### src/rtl/maple_pkg.sv
// Shared types and constants for the Maple bus receive path.
package maple_pkg;

  typedef enum logic [1:0] {
    IDLE  = 2'd0,
    START = 2'd1,
    DATA  = 2'd2,
    END   = 2'd3
  } maple_state_e;

  // B pulses inside START and A pulses inside END for a well-formed frame
  localparam int unsigned START_PULSES = 4;
  localparam int unsigned END_PULSES   = 2;

  // REG_INCTRL bit positions
  localparam int unsigned INCTRL_ENABLE       = 0;
  localparam int unsigned INCTRL_BUSY         = 1;
  localparam int unsigned INCTRL_ERR_PROTOCOL = 2;
  localparam int unsigned INCTRL_ERR_TIMEOUT  = 3;
  localparam int unsigned INCTRL_ERR_OVERFLOW = 4;
  localparam int unsigned INCTRL_CLEAR_ERRORS = 5;

  // Pulse counter increment that sticks at 7
  function automatic logic [2:0] sat_inc3(input logic [2:0] v);
    return (v == 3'd7) ? v : v + 3'd1;
  endfunction

endpackage

### src/rtl/maple_in_sync.sv
// Per-line synchronizer and edge detector; outputs are registered so that
// level, fall and rise of both lines stay aligned to the same cycle.
module maple_in_sync (
  input  logic clk,
  input  logic rst,
  input  logic pin,
  output logic level,
  output logic fall,
  output logic rise
);

  logic meta_q, sync_q, prev_q, level_q, fall_q, rise_q;
  logic meta_d, sync_d, prev_d, level_d, fall_d, rise_d;

  // Next values for the synchronizer chain and edge flags
  always_comb begin
    meta_d  = pin;
    sync_d  = meta_q;
    prev_d  = sync_q;
    level_d = sync_q;
    fall_d  = prev_q & ~sync_q;
    rise_d  = ~prev_q & sync_q;
  end

  // Chain registers; preset high so reset looks like an idle bus
  always_ff @(posedge clk) begin
    if (rst) begin
      meta_q  <= 1'b1;
      sync_q  <= 1'b1;
      prev_q  <= 1'b1;
      level_q <= 1'b1;
      fall_q  <= 1'b0;
      rise_q  <= 1'b0;
    end else begin
      meta_q  <= meta_d;
      sync_q  <= sync_d;
      prev_q  <= prev_d;
      level_q <= level_d;
      fall_q  <= fall_d;
      rise_q  <= rise_d;
    end
  end

  assign level = level_q;
  assign fall  = fall_q;
  assign rise  = rise_q;

endmodule

### src/rtl/maple_in.sv
// Maple bus receive deserializer: START detect, alternating-clock bit decode,
// END detect, byte push to the read FIFO with sticky error reporting.
module maple_in
  import maple_pkg::*;
#(
  parameter int unsigned TIMEOUT_TICKS = 200
) (
  input  logic       clk,
  input  logic       rst,
  input  logic       in_p1,
  input  logic       in_p5,
  input  logic       enable,
  input  logic       tick,
  input  logic       clear_errors,
  input  logic       fifo_ready,
  output logic [7:0] data_out,
  output logic       data_strobe,
  output logic       frame_start,
  output logic       frame_end,
  output logic       busy,
  output logic       err_protocol,
  output logic       err_timeout,
  output logic       err_overflow
);

  localparam logic [15:0] TO_LIMIT = 16'(TIMEOUT_TICKS);

  logic a_lvl, a_fall, a_rise, b_lvl, b_fall, b_rise;

  maple_in_sync u_sync_a (.clk(clk), .rst(rst), .pin(in_p1), .level(a_lvl), .fall(a_fall), .rise(a_rise));
  maple_in_sync u_sync_b (.clk(clk), .rst(rst), .pin(in_p5), .level(b_lvl), .fall(b_fall), .rise(b_rise));

  maple_state_e state_q, state_d;
  logic [2:0]   cnt_q, cnt_d;
  logic         phase_b_q, phase_b_d;
  logic [2:0]   bitcnt_q, bitcnt_d;
  logic [7:0]   shreg_q, shreg_d;
  logic [15:0]  timer_q, timer_d;

  logic [7:0] data_out_q, data_out_d;
  logic       data_strobe_q, data_strobe_d;
  logic       frame_start_q, frame_start_d;
  logic       frame_end_q, frame_end_d;
  logic       busy_q, busy_d;
  logic       err_protocol_q, err_protocol_d;
  logic       err_timeout_q, err_timeout_d;
  logic       err_overflow_q, err_overflow_d;

  logic       ev_start, ev_end, ev_byte, ev_perr, ev_tout;
  logic       do_shift, bit_in, any_edge, both_edge;
  logic [7:0] byte_val;

  // State and output registers
  always_ff @(posedge clk) begin
    if (rst) begin
      state_q        <= IDLE;
      cnt_q          <= '0;
      phase_b_q      <= 1'b0;
      bitcnt_q       <= '0;
      shreg_q        <= '0;
      timer_q        <= '0;
      data_out_q     <= '0;
      data_strobe_q  <= 1'b0;
      frame_start_q  <= 1'b0;
      frame_end_q    <= 1'b0;
      busy_q         <= 1'b0;
      err_protocol_q <= 1'b0;
      err_timeout_q  <= 1'b0;
      err_overflow_q <= 1'b0;
    end else begin
      state_q        <= state_d;
      cnt_q          <= cnt_d;
      phase_b_q      <= phase_b_d;
      bitcnt_q       <= bitcnt_d;
      shreg_q        <= shreg_d;
      timer_q        <= timer_d;
      data_out_q     <= data_out_d;
      data_strobe_q  <= data_strobe_d;
      frame_start_q  <= frame_start_d;
      frame_end_q    <= frame_end_d;
      busy_q         <= busy_d;
      err_protocol_q <= err_protocol_d;
      err_timeout_q  <= err_timeout_d;
      err_overflow_q <= err_overflow_d;
    end
  end

  // Next-state logic: frame decode, abort conditions and event generation
  always_comb begin
    state_d   = state_q;
    cnt_d     = cnt_q;
    phase_b_d = phase_b_q;
    bitcnt_d  = bitcnt_q;
    shreg_d   = shreg_q;
    ev_start  = 1'b0;
    ev_end    = 1'b0;
    ev_byte   = 1'b0;
    ev_perr   = 1'b0;
    ev_tout   = 1'b0;
    do_shift  = 1'b0;
    bit_in    = 1'b0;
    byte_val  = '0;
    any_edge  = a_fall | a_rise | b_fall | b_rise;
    both_edge = (a_fall | a_rise) & (b_fall | b_rise);

    if (state_q == IDLE || any_edge) timer_d = '0;
    else if (tick)                   timer_d = timer_q + 16'd1;
    else                             timer_d = timer_q;

    // Aborts take priority over the per-state decode below
    if (state_q != IDLE && !enable) begin
      state_d = IDLE;
    end else if (state_q != IDLE && both_edge) begin
      ev_perr = 1'b1;
      state_d = IDLE;
    end else if (state_q != IDLE && timer_d == TO_LIMIT) begin
      ev_tout = 1'b1;
      state_d = IDLE;
    end else begin
      case (state_q)
        IDLE: begin
          if (a_fall && b_lvl && enable) begin
            state_d = START;
            cnt_d   = '0;
          end
        end
        START: begin
          if (a_rise) begin
            if (cnt_q == 3'(START_PULSES)) begin
              state_d   = DATA;
              phase_b_d = 1'b0;
              bitcnt_d  = '0;
              ev_start  = 1'b1;
            end else begin
              ev_perr = 1'b1;
              state_d = IDLE;
            end
          end else if (b_fall && !a_lvl) begin
            cnt_d = sat_inc3(cnt_q);
          end
        end
        DATA: begin
          if (!phase_b_q) begin
            if (a_fall) begin
              do_shift  = 1'b1;
              bit_in    = b_lvl;
              phase_b_d = 1'b1;
            end else if (b_fall && a_lvl) begin
              if (bitcnt_q == 3'd0) begin
                state_d = END;
                cnt_d   = '0;
              end else begin
                ev_perr = 1'b1;
                state_d = IDLE;
              end
            end
          end else begin
            if (b_fall) begin
              do_shift  = 1'b1;
              bit_in    = a_lvl;
              phase_b_d = 1'b0;
            end else if (a_fall) begin
              ev_perr = 1'b1;
              state_d = IDLE;
            end
          end
        end
        END: begin
          if (b_rise) begin
            if (cnt_q == 3'(END_PULSES)) ev_end = 1'b1;
            else                         ev_perr = 1'b1;
            state_d = IDLE;
          end else if (a_fall && !b_lvl) begin
            cnt_d = sat_inc3(cnt_q);
          end
        end
        default: state_d = IDLE;
      endcase
    end

    if (do_shift) begin
      shreg_d  = {shreg_q[6:0], bit_in};
      bitcnt_d = bitcnt_q + 3'd1;
      if (bitcnt_q == 3'd7) begin
        ev_byte  = 1'b1;
        byte_val = {shreg_q[6:0], bit_in};
      end
    end
  end

  // Output logic: registered pulses, byte load and sticky flags (set beats clear)
  always_comb begin
    data_out_d     = ev_byte ? byte_val : data_out_q;
    data_strobe_d  = ev_byte & fifo_ready;
    frame_start_d  = ev_start;
    frame_end_d    = ev_end;
    busy_d         = (state_d != IDLE);
    err_protocol_d = (err_protocol_q & ~clear_errors) | ev_perr;
    err_timeout_d  = (err_timeout_q & ~clear_errors) | ev_tout;
    err_overflow_d = (err_overflow_q & ~clear_errors) | (ev_byte & ~fifo_ready);
  end

  assign data_out     = data_out_q;
  assign data_strobe  = data_strobe_q;
  assign frame_start  = frame_start_q;
  assign frame_end    = frame_end_q;
  assign busy         = busy_q;
  assign err_protocol = err_protocol_q;
  assign err_timeout  = err_timeout_q;
  assign err_overflow = err_overflow_q;

endmodule

### config.mk
export PLATFORM = sky130hd
export DESIGN_NAME = maple_in
export DESIGN_NICKNAME = d
export VERILOG_FILES = /design/src/rtl/maple_pkg.sv /design/src/rtl/maple_in_sync.sv /design/src/rtl/maple_in.sv
export SDC_FILE = /design/constraint.sdc
export NUM_CORES = 1
export LEC_CHECK = 0
export BUFFER_PORTS_ARGS = -buffer_cell sky130_fd_sc_hd__buf_4
export CAP_MARGIN = 20
export CELL_PAD_IN_SITES_DETAIL_PLACEMENT = 1
export CELL_PAD_IN_SITES_GLOBAL_PLACEMENT = 1
export CORE_ASPECT_RATIO = 0.8
export CORE_MARGIN = 2
export CORE_UTILIZATION = 50
export CTS_BUF_LIST = sky130_fd_sc_hd__clkbuf_8
export CTS_CLUSTER_DIAMETER = 40
export CTS_CLUSTER_SIZE = 8
export DETAILED_ROUTE_END_ITERATION = 12
export GPL_TIMING_DRIVEN = 0
export PLACE_DENSITY = 0.95
export SETUP_SLACK_MARGIN = 0.2
export SLEW_MARGIN = 10
export SYNTH_ARGS = -nofsm -noshare
export SYNTH_HDL_FRONTEND = slang
export SYNTH_SLANG_ARGS = --single-unit
### constraint.sdc
create_clock -name clk -period 6.15 [get_ports clk]
set_input_delay 1.5375 -clock clk [delete_from_list [all_inputs] [get_ports clk]]
set_output_delay 1.5375 -clock clk [all_outputs]
set_load 0.02 [all_outputs]
# After elaboration in Yosys (flattened, before gate mapping)
# Index checks and enable logic that the tools add are counted.
[word_totals]
n_memories = 0
romBits = 0
ramBits = 0
latch_bits = 0
out_inout_bits = 15
word_cells = 179
reg_bits = 57
[classes]
n_mux = 75
magnitude_cmp = 0
n_bitwise = 30
reduce_logical = 25
div = 0
eq_ne = 22
shifts = 0
mul = 0
n_addsub = 3
[ops]
columns = ["op", "count"]
rows = [
  ["3-bit two-way mux", 17],
  ["1-bit two-way mux", 37],
  ["16-bit two-way mux", 2],
  ["2-bit two-way mux", 13],
  ["2-bit != test (second input constant)", 12],
  ["16-bit by 1-bit adder with 16-bit output (second input constant)", 1],
  ["16-bit by 8-bit == test with 1-bit output (second input constant)", 1],
  ["8-bit two-way mux", 2],
  ["1-bit inverter", 13],
  ["3-bit case mux with 4 select lines", 1],
  ["12-bit AND reduction", 1],
  ["6-bit AND reduction", 2],
  ["2-bit nonzero test", 6],
  ["6-bit OR reduction", 2],
  ["1-bit AND", 10],
  ["3-bit == test (second input constant)", 3],
  ["1-bit logical AND", 8],
  ["2-bit case mux with 4 select lines", 1],
  ["1-bit OR", 7],
  ["3-bit by 1-bit adder with 3-bit output (second input constant)", 2],
  ["2-bit == test (second input constant)", 2],
  ["2-bit by 1-bit != test with 1-bit output (second input constant)", 2],
  ["3-bit by 2-bit == test with 1-bit output (second input constant)", 1],
  ["1-bit zero test", 3],
  ["6 further kinds", 6],
]

# Depth between registers and ports, before layout
# Gate-level depths: netlist of the first run.
[depth]
word_depth = 13
mapped_depth = 8

# Hierarchy
# A second synthesis of the first run with hierarchy kept.
[unflattened]
hier_cells = 304
area_unflattened_um2 = 2628.8
[by_module_without_submodules]
columns = ["module", "cells_per_inst", "seq_area_each_um2", "instances", "area_each_um2"]
rows = [
  ["maple_in", 284, 940.9, 1, 2361.0],
  ["maple_in_sync", 10, 100.1, 2, 133.9],
]

# Least setup slack after synthesis of the first run
# No wires, ideal clock.
[synth_path]
path_type = "input to register"
startpoint = "input tick"
endpoint = "register busy_q (netlist: busy)"
stages = 7
required_time_ns = 6.064
arrival_ns = 3.192
n_path_buf = 1
setup_slack_ns = 2.872
setup_ns = 0.086
path_cell_list = "buf_2 nand3_1 or3_4 or4_1 nand4_1 a211oi_2 a211oi_1"
[synth_via]
elab_chain_cells = 8
[synth_lines]
columns = ["item", "line", "source"]
rows = [
  ["from (decl)", "maple_in.sv:13", "input logic tick,"],
  ["16-bit two-way mux", "maple_in.sv:107", "else if (tick) timer_d = timer_q + 16'd1;"],
  ["16-bit two-way mux", "maple_in.sv:106", "if (state_q == IDLE || any_edge) timer_d = '0;"],
  ["16-bit by 8-bit == test with 1-bit output", "maple_in.sv:116", "end else if (state_q != IDLE && timer_d == TO_LIMIT) begin"],
  ["1-bit logical AND", "maple_in.sv:116", ""],
  ["2-bit two-way mux", "maple_in.sv:116", ""],
  ["2-bit two-way mux", "maple_in.sv:113", "end else if (state_q != IDLE && both_edge) begin"],
  ["2-bit two-way mux", "maple_in.sv:111", "if (state_q != IDLE && !enable) begin"],
  ["2-bit nonzero test", "maple_in.sv:197", "busy_d = (state_d != IDLE);"],
  ["to (signal assigned)", "maple_in.sv:81", "busy_q <= busy_d;"],
  ["to (decl)", "maple_in.sv:44", "logic busy_q, busy_d;"],
]
# Every way passes these cells.
# A chain may end at the register's enable or synchronous reset.

# Worst setup path after layout of the first run
[layout_path]
startpoint = "input tick"
endpoint = "register phase_b_q"
[layout_via]
elab_chain_cells = 6
[layout_lines]
columns = ["item", "line", "source"]
rows = [
  ["16-bit two-way mux", "maple_in.sv:107", ""],
  ["16-bit two-way mux", "maple_in.sv:106", ""],
  ["16-bit by 8-bit == test with 1-bit output", "maple_in.sv:116", ""],
  ["1-bit logical AND", "maple_in.sv:116", ""],
  ["1-bit inverter (no line)", "n/a", ""],
  ["6-bit AND reduction (no line)", "n/a", ""],
  ["to (signal assigned)", "maple_in.sv:73", "phase_b_q <= phase_b_d;"],
  ["to (decl)", "maple_in.sv:35", "logic phase_b_q, phase_b_d;"],
]
# Every way passes these cells.

==> flow_summary.json, run 1 <==
{
  "status": "finished, final reports clean",
  "ys_types": 46,
  "syn_nets": 335,
  "synth_compound_area_frac": 0.131,
  "worstRegToRegCells": 6,
  "cts_resized": 0,
  "synth-edff-count": 0,
  "cts_tree": "built",
  "rows": 23,
  "hp-start": "u_sync_a.meta_q$_SDFF_PP1_",
  "power_density_nw_per_um2": 240,
  "dieArea_um2": 5950,
  "period_needed_ps": 3380,
  "fin_nets": 367,
  "netlist_area_um2": 2670,
  "fin_ws_ps": 2770,
  "crit_required_ps": 6400,
  "finalCritPeriodShare": 0.549,
  "synth_top_family_by_area": "simple AND/OR/NAND/NOR gates",
  "yosys.area.top_type": "dfxtp_1",
  "grt.met2_usage": 0.439,
  "drive_above_1_share": 0.149,
  "ys.flop_type": "dfxtp_1",
  "crit_fanout": 10,
  "antenna_found_initial": 0,
  "synth_seq_area_share": 0.427,
  "grt_start_max_net_pins": 11,
  "dpl.hpwl_um": 5050,
  "dp_cells": 402,
  "die_h_um": 69.4,
  "io_buffers": 21,
  "cap_violations": 0,
  "tns_ps": 0,
  "numClockSinks": 57,
  "use_met3": 0.0786,
  "cts_root_buf": "clkbuf_8",
  "worstMarginPinSlew_ps": 600,
  "layout.cells.non_filler": 417,
  "first_iter_violations": 116,
  "avgSynthCellArea_um2": 8.38,
  "yosys_register_bits": 57,
  "endpoint_kind": "register",
  "swShare": 0.215,
  "critPathKind": "in -> reg",
  "grt_pass1_wl_um": 12600,
  "synthXorXnorAreaFrac": 0.0426,
  "drc": 0,
  "synth.area.mux_share": 0.0421,
  "dr_total_vias": 2447,
  "synth_top_cell_area_share": 0.427,
  "postRouteAntennaNets": 0,
  "crit_path_start_kind": "input pin",
  "grt_pass1_vias": 2504,
  "pwr-share-seq": 0.502,
  "yosys.area_share.simple": 0.277,
  "clk_path_buf_depth": 2,
  "initial_core_util": 0.525,
  "setup_violations": 0,
  "worstHoldEndpoint": "u_sync_a.level_d$_SDFF_PP1_",
  "cts_htree_levels": 3,
  "grtUsageTotal": 0.273,
  "ys.warnings.count": 0,
  "p_clk_frac": 0.467,
  "p_int_mw": 0.584,
  "whs_ps": 410,
  "power.leakage_nw": 1.13,
  "synthCells": 319,
  "cts.reportedPaths.clkPinSlew_ps": 70,
  "fmax_ghz": 0.296,
  "avgRoutedWirePerCell_um": 17.9,
  "core-area_um2": 5090,
  "busiest_layer": "met2",
  "gp_congestion": 0.864,
  "synth.area.top_cells": "dfxtp_1, nand2_1, a21oi_1",
  "antenna_cells": 0,
  "post_cts_buffers": 0,
  "drt_first_pass_iters": 6,
  "area_delta_synth_final_pct": 16.1,
  "cts_made_buffers": 9,
  "drv_slew": 0,
  "worstReg2RegEnd": "phase_b_q$_SDFFE_PP0P_",
  "r2r_start": "timer_q[3]$_SDFF_PP0_",
  "drt-total-wl_um": 7470,
  "worstHoldPathType": "reg -> reg",
  "slew_headroom": 0.600,
  "async_flop_share": 0,
  "hold_depth": 1,
  "p_switching_mw": 0.160,
  "pre_cts_ws_ps": 2470,
  "gr-total-overflow": 0,
  "share_comb_of_total_power": 0.031,
  "ios": 23,
  "vdd_drop_max_mv": 0.154,
  "ctsHoldBuffers": 0,
  "clk_latency_ps": 340,
  "gr-usage-met1": 0.344,
  "r2r_slack_ps": 3560,
  "clock_skew_ps": 9.16,
  "hold_viol": 0,
  "die_x_um": 85.7,
  "cp_data_arrival_time_ps": 3630,
  "synthAdderAreaFrac": 0.0375,
  "total_power_mw": 0.744,
  "rsz0062_at_grt": "no",
  "drt-vias-per-instance": 5.87
}
[state kept, by name (all words and copies together) (netlist names), 2 cells and up]
signal	count
bitcnt_q	3
data_out	8
timer_q	16
shreg_q	7
state_q	2
cnt_q	3
[synth_stat cells (2+ instances only)]
cell      instances
clkbuf_1         15
buf_2             3
o211ai_1          2
a21oi_1          25
or3_1             4
or4_1             3
nor2b_1           5
nor2_1           30
o21ai_0           8
nand3_1          16
a211oi_1          3
and3_1            3
dfxtp_1          57
a211oi_2          2
mux2i_1           9
xnor2_1           8
ha_1              8
and2_1            2
nand4_1           9
a31oi_1           2
nor3_1            8
xor2_1            5
nor3b_1           6
or2_2             8
nand2_1          37
o31ai_1           2
a22oi_1           3
nor4_1            2
nand3b_1          4
inv_1            11
mux2_2            2
nand2b_1          3
[worst max path at each step]
stage	start	to	slack, ps
2_1_floorplan	tick	busy$_SDFF_PP0_	2870
3_3_place_gp	tick	busy$_SDFF_PP0_	2580
3_5_place_dp	tick	busy$_SDFF_PP0_	2470
4_1_cts	tick	phase_b_q$_SDFFE_PP0P_	2820
5_1_grt	tick	phase_b_q$_SDFFE_PP0P_	2660
6_report	tick	phase_b_q$_SDFFE_PP0P_	2770
[worst max-delay path, stage by stage]
cell and delay (ps):
buf_2 190, nand3_1 190, or3_4 450, o31ai_1 330, nand4_1 270, a211o_1 420, a211oi_2 230
[area by class of cell]
type | instances | area (um^2)
Buffer | 19 | 75.1
Clock buffer | 11 | 151
Clock inverter | 4 | 43.8
Fill cell | 615 | 1990
Inverter | 11 | 41.3
Multi-Input combinational cell | 232 | 1420
Sequential cell | 57 | 1140
Tap cell | 62 | 77.6
Timing Repair Buffer | 21 | 158
[placed cells by master (no fill, tap or decap), types with 4 or more instances in the layout]
cell / synthesis / final
nand2_1: 37 / 37
nand3_1: 16 / 16
nand4_1: 9 / 9
ha_1: 8 / 8
or3_1: 4 / 4
inv_1: 11 / 12
clkbuf_1: 15 / 15
buf_4: 0 / 21
nor3_1: 8 / 8
nor3b_1: 6 / 6
o21ai_0: 8 / 8
nand3b_1: 4 / 4
xnor2_1: 8 / 8
xor2_1: 5 / 5
or2_2: 8 / 8
nor2b_1: 5 / 5
mux2i_1: 9 / 9
clkbuf_8: 0 / 11
nor2_1: 30 / 30
a21oi_1: 25 / 25
dfxtp_1: 57 / 57
[logic make-up after synthesis]
family / count (synthesis)
AND/OR/NAND/NOR: 144
flip-flops: 57
AO/OA/AOI/OAI: 56
buffers and inverters: 30
XOR/XNOR: 13
multiplexers: 11
adder cells (fa/ha/maj): 8
[stage by stage]
stage | utilization | area [um^2]
CTS | 0.609 | 3100
finish | 0.609 | 3100
global route | 0.609 | 3100
global placement | 0.571 | 2910
detailed placement | 0.571 | 2910
floorplan | - | 2670
[power by group through the flow]
stage	Clock, mW	Sequential [mW]	Combinational [mW]
final	0.348	0.373	0.0229
after global routing	0.368	0.373	0.0253
after CTS	0.351	0.373	0.0231
after detailed placement	0	0.382	0.0225
after global placement	0	0.381	0.0215
after floorplan	0	0.381	0.0134
[per-layer routing]
layer	routed length [um]	vias to the layer above	share of wire
li1	-	1178	-
met1	3340	1194	0.45
met2	3680	57	0.49
met3	300	18	0.040
met4	139	0	0.019
met5	0	-	0
Power figures use the tool's default switching activity.
==> run 2, diff against run 1 <==
CORE_UTILIZATION = 46   (was 50)
PLACE_DENSITY = 0.91   (was 0.95)
clock period = 3.55 ns   (was 6.15 ns; I/O delays follow)
==> run 2 against run 1 <==
Via count fell by 2.2%. First-iteration DRC count rose by 34%. Core utilization fell by 3.8 points. Critical path depth did not move. Sequential share of layout area fell by 0.63 points. Largest power group is now clock. Wire length fell by 3.8%. Sequential power rose by 73%. Clock power rose by 100%.
==> flow_summary.json, run 2 (same netlist as run 1, synthesis figures left out) <==
{
  "status": "finished, final reports clean",
  "cts_resized": 0,
  "dieArea_um2": 6440,
  "drt_first_pass_iters": 4,
  "die_x_um": 89.2,
  "cts_tree": "built",
  "tns_ps": 0,
  "gp_congestion": 0.862,
  "clk_latency_ps": 350,
  "cap_violations": 0,
  "cts_root_buf": "clkbuf_8",
  "ctsHoldBuffers": 0,
  "crit_path_start_kind": "input pin",
  "drive_above_1_share": 0.154,
  "core-area_um2": 5530,
  "slew_headroom": 0.558,
  "r2r_slack_ps": 1000,
  "io_buffers": 21,
  "share_comb_of_total_power": 0.029,
  "drv_slew": 0,
  "period_needed_ps": 2640,
  "drt-total-wl_um": 7180,
  "use_met3": 0.0626,
  "pre_cts_ws_ps": 569,
  "clock_skew_ps": 5.71,
  "hold_viol": 0,
  "busiest_layer": "met2",
  "grt_start_max_net_pins": 11,
  "cp_data_arrival_time_ps": 2860,
  "finalCritPeriodShare": 0.744,
  "critPathKind": "in -> reg",
  "dr_total_vias": 2393,
  "pwr-share-seq": 0.465,
  "cts_htree_levels": 3,
  "antenna_cells": 0,
  "fmax_ghz": 0.379,
  "rows": 24,
  "antenna_found_initial": 0,
  "power_density_nw_per_um2": 440,
  "largest_register_ffs": 16,
  "worstHoldPathType": "reg -> reg",
  "grt_pass1_vias": 2482,
  "grt.met2_usage": 0.404,
  "swShare": 0.217,
  "vdd_drop_max_mv": 0.231,
  "layout_commonest_cell": "dfxtp_1",
  "endpoint_kind": "register",
  "power.leakage_nw": 1.14,
  "clk_path_buf_depth": 2,
  "dpl.hpwl_um": 4900,
  "drc": 0,
  "crit_fanout": 10,
  "crit_required_ps": 3770,
  "numClockSinks": 57,
  "ios": 23,
  "worstMarginPinSlew_ps": 661,
  "largest_register": "timer_q",
  "rsz0062_at_grt": "no",
  "first_iter_violations": 155,
  "fin_nets": 367,
  "post_cts_buffers": 0,
  "postRouteAntennaNets": 0,
  "grt_pass1_wl_um": 12100,
  "cts_made_buffers": 9,
  "drt-vias-per-instance": 5.51,
  "final_cell_mix": "dfxtp_1, nand2_1, nor2_1",
  "area_delta_synth_final_pct": 18.1,
  "avgRoutedWirePerCell_um": 16.6,
  "die_h_um": 72.2,
  "cts.reportedPaths.clkPinSlew_ps": 60,
  "p_switching_mw": 0.301,
  "p_int_mw": 1.09,
  "p_clk_frac": 0.506,
  "initial_core_util": 0.484,
  "gr-usage-met1": 0.310,
  "setup_violations": 0,
  "grtUsageTotal": 0.245,
  "gr-total-overflow": 0,
  "fin_ws_ps": 910
}
[run 2: cell types whose count changed in the layout (fill, tap and decap cells not counted), sizes merged]
| cell | before | now |
|---|---|---|
| clkinvlp | 0 | 1 |
| bufinv | 1 | 2 |
| inv | 12 | 11 |
[run 2: final timing paths]
kind                                    from                     endpoint  depth (start not counted)
setup / recovery                        tick       frame_start$_SDFF_PP0_                          7
hold / removal    u_sync_a.meta_q$_SDFF_PP1_  u_sync_a.level_d$_SDFF_PP1_                          1
setup reg to reg    u_sync_b.fall$_SDFF_PP0_       frame_start$_SDFF_PP0_                          7
hold reg to reg   u_sync_a.meta_q$_SDFF_PP1_  u_sync_a.level_d$_SDFF_PP1_                          1
[run 2: worst max-delay path: stages]
cell and delay [ps]:
buf_2 210, nand3_1 200, or4_1 580, mux2i_1 220, nand4_1 200, a211oi_2 450
nor3b_1 110
[run 2: power groups by stage]
stage	Clock (mW)	Combinational [mW]	Sequential, mW
2_1_floorplan	0	0.0233	0.660
3_3_place_gp	0	0.0372	0.661
3_5_place_dp	0	0.0393	0.661
4_1_cts	0.711	0.0395	0.647
5_1_grt	0.738	0.0434	0.647
6_report	0.704	0.0398	0.647
[run 2: metal layers]
metal	up-vias	wire (um)
li1	1176	-
met5	-	0
met3	15	260
met4	0	120
met1	1162	3300
met2	40	3510
[run 2: metrics by stage]
step | instance area, um^2 | std cells | power, mW | util | hold slack, ps
2_1_floorplan | 2670 | 319 | 0.684 | - | 389
3_3_place_gp | 2930 | 418 | 0.698 | 0.530 | 395
3_5_place_dp | 2930 | 418 | 0.700 | 0.530 | 400
4_1_cts | 3160 | 434 | 1.40 | 0.571 | 420
5_1_grt | 3160 | 434 | 1.43 | 0.571 | 433
6_report | 3160 | 434 | 1.39 | 0.571 | 416
[run 2: layout make-up]
cell class / count / area (um^2)
fillers: 691 / 2370
multi-input cells: 232 / 1420
flip-flops and latches: 57 / 1140
repair buffers: 21 / 158
clock buffers: 11 / 151
well taps: 78 / 97.6
clock inverters: 5 / 77.6
plain buffers: 19 / 75.1
inverters: 11 / 41.3
==> run 3, diff against run 2 <==
ABC_AREA = 1   (was unset)
CORE_UTILIZATION = 45   (was 46)
clock period = 2.5 ns   (was 3.55 ns; I/O delays follow)
==> run 3 against run 2 <==
Combinational power up 66%. Hold slack better by 7.5 ps. Clock-buffer cell count down 1. Non-clock buffer count fell by 9. Power rose by 32%. Largest power group is now sequential cells.
==> flow_summary.json, run 3 <==
{
  "initial_core_util": 0.470,
  "vdd_drop_max_mv": 0.425,
  "grt_start_max_net_pins": 11,
  "fin_nets": 430,
  "ys.flop_type": "dfxtp_1",
  "drt-total-wl_um": 7630,
  "grt_pass1_vias": 2754,
  "ctsHoldBuffers": 0,
  "path_common_cell": "nand2_1",
  "power_density_nw_per_um2": 565,
  "antenna_cells": 0,
  "final_cell_mix": "nand2_1, dfxtp_1, inv_1",
  "cpMaxStageDelayCell": "dfxtp_1",
  "synthXorXnorAreaFrac": 0.00313,
  "power.leakage_nw": 1.35,
  "synth_compound_area_frac": 0.100,
  "slew_headroom": 0.597,
  "tns_ps": 0,
  "synth.area.mux_share": 0,
  "drt_first_pass_iters": 4,
  "synthAdderAreaFrac": 0.0358,
  "area_delta_synth_final_pct": 16.2,
  "setup_violations": 0,
  "status": "finished, final reports clean",
  "crit_chain": "nand2_1 -> nor3b_2 -> nand3_2 -> inv_2 -> nand2_1 -> buf_2 -> o21ai_1 -> a21oi_1",
  "utilization": 0.547,
  "clock_skew_ps": 7.61,
  "largest_register_ffs": 16,
  "grtUsageTotal": 0.241,
  "rsz0062_at_grt": "no",
  "worstHoldPathType": "reg -> reg",
  "cts_resized": 0,
  "dieArea_um2": 6860,
  "cp_data_arrival_time_ps": 2320,
  "rows": 25,
  "avgSynthCellArea_um2": 7.32,
  "synthMostInstantiatedCell": "nand2_1",
  "gp_congestion": 0.839,
  "drv_slew": 0,
  "layout_commonest_cell": "nand2_1",
  "synth-edff-count": 0,
  "cpPeakStageDelay_ps": 490,
  "synth.area.top_cells": "dfxtp_1, nand2_1, inv_1",
  "clk_latency_ps": 340,
  "worstMarginPinSlew_ps": 604,
  "crit_fanout": 10,
  "crit_buf_inv": 2,
  "placed_cell_area_um2": 3050,
  "total_power_mw": 1.83,
  "synth_top_family_by_area": "simple AND/OR/NAND/NOR gates",
  "crit_path_start_kind": "register",
  "hold_viol": 0,
  "cts.reportedPaths.clkPinSlew_ps": 60,
  "postRouteAntennaNets": 0,
  "drc": 0,
  "syn_nets": 398,
  "core-area_um2": 5940,
  "cap_violations": 0,
  "drt-vias-per-instance": 5.22,
  "avgRoutedWirePerCell_um": 15.3,
  "synth_top_cell_area_share": 0.408,
  "finalCritPeriodShare": 0.835,
  "yosys_register_bits": 57,
  "yosys.area.top_type": "dfxtp_1",
  "dr_total_vias": 2609,
  "cts_htree_levels": 3,
  "critPathKind": "reg -> reg",
  "final_area_um2": 3250,
  "dpl.hpwl_um": 5310,
  "post_cts_buffers": 0,
  "async_flop_share": 0,
  "cts_root_buf": "clkbuf_8",
  "synthCells": 382,
  "endpoint_kind": "register",
  "synth_seq_area_share": 0.408,
  "r2r_slack_ps": 410,
  "ios": 23,
  "gr-total-overflow": 0,
  "ys_types": 37,
  "yosys.area_share.simple": 0.362,
  "io_buffers": 21,
  "first_iter_violations": 59,
  "critical-path-top-delay-family": "simple AND/OR/NAND/NOR gates",
  "drive_above_1_share": 0.186,
  "grt_pass1_wl_um": 12600,
  "period_needed_ps": 2090,
  "netlist_area_um2": 2800,
  "largest_register": "timer_q",
  "die_x_um": 92.1,
  "fmax_ghz": 0.479,
  "die_h_um": 74.5,
  "nFillCells": 777,
  "clk_path_buf_depth": 2,
  "cts_tree": "built",
  "crit_required_ps": 2730,
  "synth.top_cells.by_count": "nand2_1, dfxtp_1, inv_1",
  "ys.warnings.count": 0,
  "antenna_found_initial": 0,
  "cts_made_buffers": 9,
  "numClockSinks": 57
}
-- run 3: path summary, 6_finish.rpt --
path,from,end,cells past startpoint
min,u_sync_b.meta_q$_SDFF_PP1_,u_sync_b.level_d$_SDFF_PP1_,1
max reg2reg,state_q[1]$_SDFF_PP0_,data_out[0]$_SDFFE_PP0P_,8
min reg2reg,u_sync_b.meta_q$_SDFF_PP1_,u_sync_b.level_d$_SDFF_PP1_,1
max,state_q[1]$_SDFF_PP0_,data_out[0]$_SDFFE_PP0P_,8
-- run 3: where the power goes --
| part | leakage [nW] | switching (mW) | internal, mW | total [mW] |
|---|---|---|---|---|
| registers | 0.461 | 0.00596 | 0.916 | 0.922 |
| clock network | 0.102 | 0.367 | 0.479 | 0.846 |
| logic | 0.786 | 0.0439 | 0.0222 | 0.0661 |
-- run 3: worst register-to-register path, cell delays in order (launching register included) --
cell	delay, ps
dfxtp_1	490
nand2_1	250
nor3b_2	250
nand3_2	260
inv_2	210
nand2_1	90
buf_2	210
o21ai_1	180
a21oi_1	60
-- run 3: layer usage --
metal,track usage,vias up,wire length (um)
li1,-,1295,-
met5,0,-,0
met4,0.0813,0,92
met1,0.272,1261,3220
met3,0.0719,9,309
met2,0.443,44,4000
-- run 3: metrics by stage --
stage	std cells	worst slack (ps)	hold WS (ps)
after floorplan	382	597	389
after global placement	484	355	399
after detailed placement	484	322	405
after CTS	500	395	424
after global routing	500	282	433
final	500	411	424
-- run 3: logic make-up after synthesis --
kind of cell	after synthesis
compound gates	50
xor+xnor	1
fa+ha+maj	8
buf+inv	59
simple gates	207
flops	57
-- run 3: cell type report --
class,count,area [um^2],share of cell area
multi-input combinational,266,1400,0.431
sequential,57,1140,0.351
clock buffer,10,138,0.0424
timing repair buffer,21,158,0.0485
inverter,49,186,0.0574
clock inverter,6,57.6,0.0177
buffer,10,67.6,0.0208
tap,81,101,0.0312
